File: config.mk
export PLATFORM = sky130hd
export DESIGN_NAME = uart_rx
export DESIGN_NICKNAME = d
export VERILOG_FILES = /design/src/rtl/uart_rx.sv
export SDC_FILE = /design/constraint.sdc
export NUM_CORES = 1
export LEC_CHECK = 0
export CAP_MARGIN = 20
export CORE_ASPECT_RATIO = 1.5
export CORE_MARGIN = 10
export CORE_UTILIZATION = 50
export CTS_BUF_LIST = sky130_fd_sc_hd__clkbuf_4
export DETAILED_ROUTE_END_ITERATION = 7
export PLACE_DENSITY = 0.81
export SLEW_MARGIN = 5
export SYNTH_ARGS = -nofsm -noshare
export SYNTH_HDL_FRONTEND = slang
export SYNTH_SLANG_ARGS = --single-unit
File: constraint.sdc
create_clock -name clk -period 2.3 [get_ports clk]
set_input_delay 0.46 -clock clk [delete_from_list [all_inputs] [get_ports clk]]
set_output_delay 0.46 -clock clk [all_outputs]
set_load 0.03 [all_outputs]
File: src/rtl/uart_rx.sv
// uart_rx: oversampling UART receiver (LSB-first, optional parity, one-cycle result strobes).
// Define UART_RX_MAJORITY_VOTE_EN for a 3-sample majority vote around mid-bit instead of a single sample.
module uart_rx #(
    parameter int DATA_WIDTH = 8
) (
    input  logic                  clk,
    input  logic                  rst,
    input  logic                  rx_in,
    input  logic                  par_en,
    input  logic                  par_typ,
    input  logic [5:0]            prescale,
    output logic [DATA_WIDTH-1:0] p_data,
    output logic                  data_valid,
    output logic                  par_err,
    output logic                  stp_err
);
    localparam int BW = (DATA_WIDTH > 1) ? $clog2(DATA_WIDTH) : 1;

    typedef enum logic [2:0] {
        S_IDLE,
        S_START,
        S_DATA,
        S_PARITY,
        S_STOP
    } state_t;

    state_t                r_state;
    state_t                w_next;
    logic                  r_sync1;
    logic                  r_sync2;
    logic                  w_rx_s;
    logic [5:0]            r_prescale;
    logic                  r_par_en;
    logic                  r_par_typ;
    logic [5:0]            r_edge_cnt;
    logic [BW-1:0]         r_bit_cnt;
    logic [DATA_WIDTH-1:0] r_shift;
    logic                  r_par_bad;
    logic [5:0]            w_mid;
    logic                  w_bit_end;
    logic                  w_decide;
    logic                  w_bit;
    logic                  w_start;

    assign w_rx_s    = r_sync2;
    assign w_mid     = {1'b0, r_prescale[5:1]};
    assign w_bit_end = (r_edge_cnt == (r_prescale - 6'd1));
    assign w_start   = (r_state == S_IDLE) && (w_next == S_START);

`ifdef UART_RX_MAJORITY_VOTE_EN
    logic r_smp0;
    logic r_smp1;

    // Two early samples are held; the third is the live line value at the decision point.
    always_ff @(posedge clk or negedge rst) begin
        if (!rst) begin
            r_smp0 <= 1'b1;
            r_smp1 <= 1'b1;
        end else begin
            if (r_edge_cnt == (w_mid - 6'd1)) r_smp0 <= w_rx_s;
            if (r_edge_cnt == w_mid)          r_smp1 <= w_rx_s;
        end
    end

    assign w_decide = (r_edge_cnt == (w_mid + 6'd1));
    assign w_bit    = (r_smp0 & r_smp1) | (r_smp0 & w_rx_s) | (r_smp1 & w_rx_s);
`else
    assign w_decide = (r_edge_cnt == w_mid);
    assign w_bit    = w_rx_s;
`endif

    always_ff @(posedge clk or negedge rst) begin
        if (!rst) begin
            r_sync1 <= 1'b1;
            r_sync2 <= 1'b1;
        end else begin
            r_sync1 <= rx_in;
            r_sync2 <= r_sync1;
        end
    end

    always_ff @(posedge clk or negedge rst) begin
        if (!rst) r_state <= S_IDLE;
        else      r_state <= w_next;
    end

    always_comb begin
        w_next = r_state;
        case (r_state)
            S_IDLE:   if (!w_rx_s) w_next = S_START;
            S_START: begin
                if (w_decide && w_bit) w_next = S_IDLE;
                else if (w_bit_end)    w_next = S_DATA;
            end
            S_DATA: begin
                if (w_bit_end && (r_bit_cnt == BW'(DATA_WIDTH - 1)))
                    w_next = r_par_en ? S_PARITY : S_STOP;
            end
            S_PARITY: if (w_bit_end) w_next = S_STOP;
            // Leave mid-stop-bit so a start edge right after the stop bit is not missed.
            S_STOP:   if (w_decide) w_next = S_IDLE;
            default:  w_next = S_IDLE;
        endcase
    end

    always_ff @(posedge clk or negedge rst) begin
        if (!rst) begin
            r_edge_cnt <= '0;
            r_bit_cnt  <= '0;
        end else begin
            if ((r_state == S_IDLE) || (w_next == S_IDLE) || w_bit_end) r_edge_cnt <= '0;
            else                                                        r_edge_cnt <= r_edge_cnt + 6'd1;
            if (r_state != S_DATA) r_bit_cnt <= '0;
            else if (w_bit_end)    r_bit_cnt <= r_bit_cnt + BW'(1);
        end
    end

    always_ff @(posedge clk or negedge rst) begin
        if (!rst) begin
            r_prescale <= 6'd8;
            r_par_en   <= 1'b0;
            r_par_typ  <= 1'b0;
            r_shift    <= '0;
            r_par_bad  <= 1'b0;
            p_data     <= '0;
            data_valid <= 1'b0;
            par_err    <= 1'b0;
            stp_err    <= 1'b0;
        end else begin
            data_valid <= 1'b0;
            par_err    <= 1'b0;
            stp_err    <= 1'b0;
            if (w_start) begin
                r_prescale <= prescale;
                r_par_en   <= par_en;
                r_par_typ  <= par_typ;
                r_par_bad  <= 1'b0;
            end
            if (w_decide) begin
                case (r_state)
                    S_DATA:   r_shift   <= {w_bit, r_shift[DATA_WIDTH-1:1]};
                    // Mismatch against ^data (even) or ~^data (odd).
                    S_PARITY: r_par_bad <= w_bit ^ (^r_shift) ^ r_par_typ;
                    S_STOP: begin
                        par_err <= r_par_bad;
                        stp_err <= ~w_bit;
                        if (w_bit && !r_par_bad) begin
                            p_data     <= r_shift;
                            data_valid <= 1'b1;
                        end
                    end
                    default: ;
                endcase
            end
        end
    end
endmodule

# ---- Yosys cells after proc, flatten, opt, wreduce, memory -nomap -nowiden
# Cells that the tools add are included.
# W data, S select, Z words.
dict set report classes {
  n_bitwise 3
  muxes 21
  addsub 3
  reduce_logical 13
  n_eq_ne 9
}
# cell count
set ops {}
lappend ops {{$mux W3} 9}
lappend ops {{$pmux W3 S5} 1}
lappend ops {{$mux W1} 10}
lappend ops {{$reduce_xor A8 Y1} 1}
lappend ops {{$add A6 B1 Y6 const B} 1}
lappend ops {{$eq A3 B1 Y1 const B} 2}
lappend ops {{$eq A3 B2 Y1 const B} 2}
lappend ops {{$eq A3 B3 Y1 const B} 2}
lappend ops {{$eq A6 B5 Y1} 1}
lappend ops {{$eq A6 B6 Y1} 1}
lappend ops {{$logic_not A3 Y1} 2}
lappend ops {{$mux W6} 1}
lappend ops {{$sub A6 B1 Y6 const B} 1}
lappend ops {{$logic_and A1 B1 Y1} 4}
lappend ops {{$add A3 B1 Y3 const B} 1}
lappend ops {{$ne A3 B2 Y1 const B} 1}
lappend ops {{$reduce_and A3 Y1} 1}
lappend ops {{$logic_or A1 B1 Y1} 2}
lappend ops {{$reduce_and A2 Y1} 1}
lappend ops {{$reduce_bool A2 Y1} 1}
lappend ops {{$xor A1 B1 Y1} 2}
lappend ops {{$logic_not A1 Y1} 1}
lappend ops {{$not A1 Y1} 1}
dict set report word_totals {
  in_bits 11
  word_cells 63
  register_bits 42
}

# ---- Longest topological paths before layout
dict set report logic_depth {
  depth_word 10
  depth_mapped 8
  ltp_nobuf 7
}

# ---- Worst setup path before layout
# No wires, ideal clock.
dict set report synth_timing {
  path_kind {register -> register}
  start {register r_prescale[1]}
  end {register r_edge_cnt[2]}
  path_slack_ns 0.208
  period_less_slack_ns 2.092
  t_arrival_ns 1.946
  t_required_ns 2.154
  path_stages_with_launch 7
  path_cell_list {dfrtp_1 -> or4_4 -> or3_4 -> a211oi_4 -> and2_4 -> buf_6 -> nor4_1}
}
dict set report synth_via {
  elab_chain_len 9
  elab_cells_between_ends 15
  classes_between {add/sub (1); eq/ne (2); mux (7); reduce/logical (5)}
}
# item line
set synth_lines {}
lappend synth_lines {{from (decl)} 32} ;# logic [5:0] r_prescale;
lappend synth_lines {{from (signal assigned)} 134} ;# r_prescale <= prescale;
lappend synth_lines {{$sub A6 B1 Y6} 47} ;# assign w_bit_end = (r_edge_cnt == (r_prescale - 6'd1));
lappend synth_lines {{$eq A6 B6 Y1} 47}
lappend synth_lines {{$mux W3 or $logic_and A1 B1 Y1 (tied branches)} {93, 96}}
lappend synth_lines {{$mux W3, on equally long branches} {92, 96}}
lappend synth_lines {{$pmux W3 S5} 89} ;# case (r_state)
lappend synth_lines {{$logic_not A3 Y1} 111} ;# if ((r_state == S_IDLE) || (w_next == S_IDLE) || w_bit_end) r_edge_cnt <= '0;
lappend synth_lines {{$logic_or A1 B1 Y1} 111}
lappend synth_lines {{$logic_or A1 B1 Y1 (*)} 111}
lappend synth_lines {{$mux W6 (*)} 111}
lappend synth_lines {{to (signal assigned)} 112} ;# else r_edge_cnt <= r_edge_cnt + 6'd1;
lappend synth_lines {{to (decl)} 35} ;# logic [5:0] r_edge_cnt;
# Every way passes the cells marked *; elsewhere a longest branch is shown, timed or not.
# A chain may end at the register's enable or synchronous reset.

# ---- Final worst setup path
dict set report layout_timing {
  start {register r_prescale[1]}
  end {register r_state[1]}
}
dict set report layout_via {
  elab_chain_len 5
  elab_cells_between_ends 11
  classes_between {add/sub (1); eq/ne (2); mux (6); reduce/logical (2)}
}
# item line
set layout_lines {}
lappend layout_lines {{$sub A6 B1 Y6} 47}
lappend layout_lines {{$eq A6 B6 Y1} 47}
lappend layout_lines {{$mux W3 or $logic_and A1 B1 Y1 (tied branches)} {93, 96}}
lappend layout_lines {{$mux W3, on equally long branches} {92, 96}}
lappend layout_lines {{$pmux W3 S5 (*)} 89}
lappend layout_lines {{net w_next[1]} 28} ;# state_t w_next;
lappend layout_lines {{to (signal assigned)} 84} ;# else r_state <= w_next;
lappend layout_lines {{to (decl)} 27} ;# state_t r_state;
# The timed path passes the listed nets; every way through them passes the cells marked *.

==> flow_results.xml <==
<?xml version="1.0" encoding="UTF-8"?>
<metrics>
  <group name="status">
    <metric name="outcome" unit="">complete, no violations</metric>
  </group>
  <group name="route">
    <metric name="drt_first_iter_violations" unit="">43</metric>
    <metric name="drt-total-wl" unit="mm">4.19</metric>
    <metric name="final_antenna_net_count" unit="">0</metric>
    <metric name="drt_drc_violations_left" unit="">0</metric>
    <metric name="dr.pass1.iters" unit="">4</metric>
    <metric name="via_count_of_the_routed_design" unit="">1478</metric>
    <metric name="wl_per_instance" unit="um">16.4</metric>
    <metric name="post_drt_via_cell_ratio" unit="">5.77</metric>
  </group>
  <group name="sta">
    <metric name="finish_stage_setup_viols" unit="">0</metric>
    <metric name="period_share" unit="%">95.4</metric>
    <metric name="worst_clock_skew" unit="ps">11.5</metric>
    <metric name="final.hold.worst_slack" unit="ps">159</metric>
    <metric name="tightestPinTransition" unit="ps">717</metric>
    <metric name="finalWorstPathRequiredPeriod" unit="ps">2190</metric>
    <metric name="final.setup.tns" unit="ps">0</metric>
    <metric name="max_freq" unit="MHz">456</metric>
    <metric name="finalMaxSlewViolations" unit="">0</metric>
    <metric name="hold_violations" unit="">0</metric>
    <metric name="slew_headroom" unit="%">51.8</metric>
    <metric name="rsz0062_at_grt" unit="">false</metric>
  </group>
  <group name="logic_synthesis">
    <metric name="post_synth.cell_area_avg" unit="sq um">12.0</metric>
    <metric name="synth_seq_cells" unit="">42</metric>
    <metric name="ys.flop_type" unit="">sky130_fd_sc_hd__dfrtp_1</metric>
    <metric name="synth-async-reset-ratio" unit="%">100</metric>
    <metric name="synth_top_cells_by_area" unit="">sky130_fd_sc_hd__dfrtp_1, sky130_fd_sc_hd__mux2_1, sky130_fd_sc_hd__xnor2_1</metric>
    <metric name="share_of_yosys_cell_area_claimed_by_the_top_area_cell_type" unit="%">46.1</metric>
    <metric name="synth_nets" unit="">192</metric>
    <metric name="ys.warnings.count" unit="">0</metric>
    <metric name="synth-seq-area-share" unit="%">49.9</metric>
    <metric name="syn_area" unit="sq mm">0.00212</metric>
    <metric name="synth-edff-count" unit="">0</metric>
    <metric name="synth_cells" unit="">177</metric>
    <metric name="synth_cell_type_count" unit="">43</metric>
    <metric name="yosysTopAreaCell" unit="">sky130_fd_sc_hd__dfrtp_1</metric>
  </group>
  <group name="clock_network">
    <metric name="insertion_delay" unit="ps">350</metric>
    <metric name="cts_setup_buffers" unit="">0</metric>
    <metric name="cts_tree" unit="">built</metric>
    <metric name="cts.sinks" unit="">42</metric>
    <metric name="clock_tree.htree_level_count" unit="">2</metric>
    <metric name="clockBufferDepth" unit="">2</metric>
    <metric name="cts-root-buf" unit="">sky130_fd_sc_hd__clkbuf_4</metric>
    <metric name="cts_buffers" unit="">5</metric>
    <metric name="cts.clk_slew.worst_paths" unit="ps">130</metric>
  </group>
  <group name="power_and_ir_drop">
    <metric name="cell_internal_pwr" unit="mW">1.65</metric>
    <metric name="switching_share" unit="%">38.5</metric>
    <metric name="power.density" unit="mW/mm^2">1060</metric>
    <metric name="power_switching" unit="mW">1.03</metric>
    <metric name="static-leakage-power" unit="nW">1.15</metric>
    <metric name="share_seq_of_total_power" unit="%">39.5</metric>
    <metric name="power_frac_clock" unit="%">17.2</metric>
    <metric name="vdd_ir_drop_max" unit="V">0.000714</metric>
    <metric name="design_power_total" unit="mW">2.68</metric>
    <metric name="share_comb_of_total_power" unit="%">43.3</metric>
  </group>
  <group name="job">
    <metric name="max_cap_violations" unit="">0</metric>
  </group>
  <group name="grt">
    <metric name="first_global_vias" unit="">1596</metric>
    <metric name="grt_max_degree" unit="">43</metric>
    <metric name="gr-total-overflow" unit="">0</metric>
    <metric name="number_of_antenna_violations_at_the_first_check_in_global_routing" unit="">0</metric>
    <metric name="global_route_wire_length_before_repair" unit="mm">7.26</metric>
    <metric name="track_usage" unit="%">12.4</metric>
  </group>
  <group name="placed_design">
    <metric name="gp_routability_congestion" unit="">0.871</metric>
    <metric name="port_buffers" unit="">21</metric>
    <metric name="hpwl" unit="mm">3.15</metric>
  </group>
  <group name="critical_path">
    <metric name="worst_r2r_dst" unit="">r_state[1]</metric>
    <metric name="slowest_stage" unit="">sky130_fd_sc_hd__or4_4</metric>
    <metric name="worst_path_largest_cell_delay" unit="ps">550</metric>
    <metric name="cp.arrival" unit="ps">2480</metric>
    <metric name="rrSetupSlack" unit="ps">110</metric>
    <metric name="crit_type" unit="">reg2reg</metric>
    <metric name="critical_r2r_launch" unit="">r_prescale[1]</metric>
    <metric name="critPathRequiredTime" unit="ps">2590</metric>
    <metric name="critical_path.startpoint_type" unit="">flop</metric>
    <metric name="crit_path_max_fo" unit="">11</metric>
    <metric name="end_kind" unit="">flop</metric>
    <metric name="worst_reg2reg_path_length_in_cells" unit="">5</metric>
    <metric name="crit_chain" unit="">or4_4 -&gt; or3_4 -&gt; a211oi_4 -&gt; and2_4 -&gt; a32o_1</metric>
  </group>
  <group name="layout">
    <metric name="layout.cells.most_common" unit="">sky130_fd_sc_hd__dfrtp_1</metric>
    <metric name="n_fill_cell" unit="">325</metric>
    <metric name="final_net_count" unit="">225</metric>
    <metric name="mostFrequentLayoutCells" unit="">sky130_fd_sc_hd__dfrtp_1, sky130_fd_sc_hd__mux2_1, sky130_fd_sc_hd__clkdlybuf4s50_1, sky130_fd_sc_hd__buf_4, sky130_fd_sc_hd__xnor2_1</metric>
    <metric name="synthToLayoutAreaGrowth" unit="%">19.2</metric>
    <metric name="final_design_utilization" unit="%">62.6</metric>
    <metric name="antenna_cells_inserted" unit="">0</metric>
    <metric name="drive_gt1_share" unit="%">19.4</metric>
  </group>
  <group name="floorplanning">
    <metric name="die_h" unit="um">99.7</metric>
    <metric name="fp.coreArea" unit="sq mm">0.00403</metric>
    <metric name="die-area" unit="sq mm">0.00729</metric>
    <metric name="chipWidth" unit="um">73.1</metric>
    <metric name="io_pins" unit="">22</metric>
    <metric name="floorplan.rows" unit="">28</metric>
    <metric name="start_util" unit="%">52.5</metric>
  </group>
  <group name="hold_path">
    <metric name="hold_path.class" unit="">in2async</metric>
  </group>
</metrics>
## area by class of cell
type | count | area [sq um] | area share, %
clock inverters | 3 | 40.0 | 1.59
flip-flops and latches | 42 | 1050 | 41.8
repair buffers | 34 | 303 | 12.0
well taps | 45 | 56.3 | 2.23
multi-input cells | 122 | 1010 | 40.1
inverters | 5 | 18.8 | 0.744
clock buffers | 5 | 37.5 | 1.49
## Yosys cell counts (2+ instances only)
cell type / number
sky130_fd_sc_hd__dfrtp_1: 39
sky130_fd_sc_hd__mux2_1: 21
sky130_fd_sc_hd__xnor2_1: 12
sky130_fd_sc_hd__nand2_1: 11
sky130_fd_sc_hd__xor2_1: 11
sky130_fd_sc_hd__nor4_1: 6
sky130_fd_sc_hd__a21oi_1: 5
sky130_fd_sc_hd__nand3_1: 5
sky130_fd_sc_hd__nor2_1: 5
sky130_fd_sc_hd__o21ai_2: 5
sky130_fd_sc_hd__clkbuf_1: 4
sky130_fd_sc_hd__ha_1: 4
sky130_fd_sc_hd__inv_1: 4
sky130_fd_sc_hd__nor3_1: 4
sky130_fd_sc_hd__dfstp_2: 3
sky130_fd_sc_hd__nand4_1: 3
sky130_fd_sc_hd__o21ai_1: 3
sky130_fd_sc_hd__a2111oi_0: 2
sky130_fd_sc_hd__buf_2: 2
sky130_fd_sc_hd__buf_6: 2
sky130_fd_sc_hd__nor3b_1: 2
sky130_fd_sc_hd__nor4b_1: 2
sky130_fd_sc_hd__o21bai_1: 2
## metal layers
layer,wire length [um],part of all wire [%],track usage (%)
met2,2220,53,22.2
met3,174,4.2,3.18
met1,1640,39,12.4
met4,158,3.8,6.45
met5,0,0,0
## state kept, by name, indices dropped and copies added, names as in the netlist
signal,flops
p_data,8
r_shift,8
r_edge_cnt,6
r_prescale,6
r_bit_cnt,3
r_state,3
data_valid,1
par_err,1
r_par_bad,1
r_par_en,1
r_par_typ,1
r_sync1,1
r_sync2,1
stp_err,1
## repair_timing
item,4_1_cts,5_1_grt
hold endpoints to repair,0,0
hold buffers,0,0
setup endpoints to repair,0,9
resized for setup,0,3
## worst max-delay path, delay by kind of cell (launching register included)
kind / cells / cell delay, ps
and+or+nand+nor: 3 / 1210
AOI/OAI and AO/OA: 2 / 480
DFF: 1 / 440
## kinds of logic after synthesis
kind of cell | Yosys count | share of synthesized area [%]
flops | 42 | 49.9
fa+ha+maj | 4 | 2.37
buf+inv | 13 | 3.13
mux | 21 | 11.2
simple gates | 49 | 14.2
compound gates | 24 | 8.69
xor+xnor | 24 | 10.6
## per-stage QoR
| step | cells | cell area, sq um | worst slack [ps] |
|---|---|---|---|
| 2_1_floorplan | 177 | 2120 | 208 |
| 3_3_place_gp | 248 | 2430 | 70.8 |
| 3_5_place_dp | 248 | 2430 | 50.3 |
| 4_1_cts | 256 | 2510 | 23.6 |
| 5_1_grt | 256 | 2520 | 28.2 |
| 6_report | 256 | 2520 | 106 |
## worst max path at each step
stage	start	to
detailed placement	r_prescale[1]	r_state[1]
global placement	r_prescale[1]	r_state[1]
CTS	r_prescale[1]	r_state[1]
floorplan	r_prescale[1]	r_edge_cnt[2]
finish	r_prescale[1]	r_state[1]
global route	r_prescale[3]	r_shift[3]
## power by group through the flow
stage	Combinational (mW)	Sequential (mW)	Clock, mW
4_1_cts	1.14	1.06	0.472
6_report	1.16	1.06	0.461
3_5_place_dp	1.13	1.07	0
3_3_place_gp	1.11	1.06	0
2_1_floorplan	0.839	1.03	0
5_1_grt	1.27	1.08	0.493
Note: power is estimated with default switching activity, not from simulation.
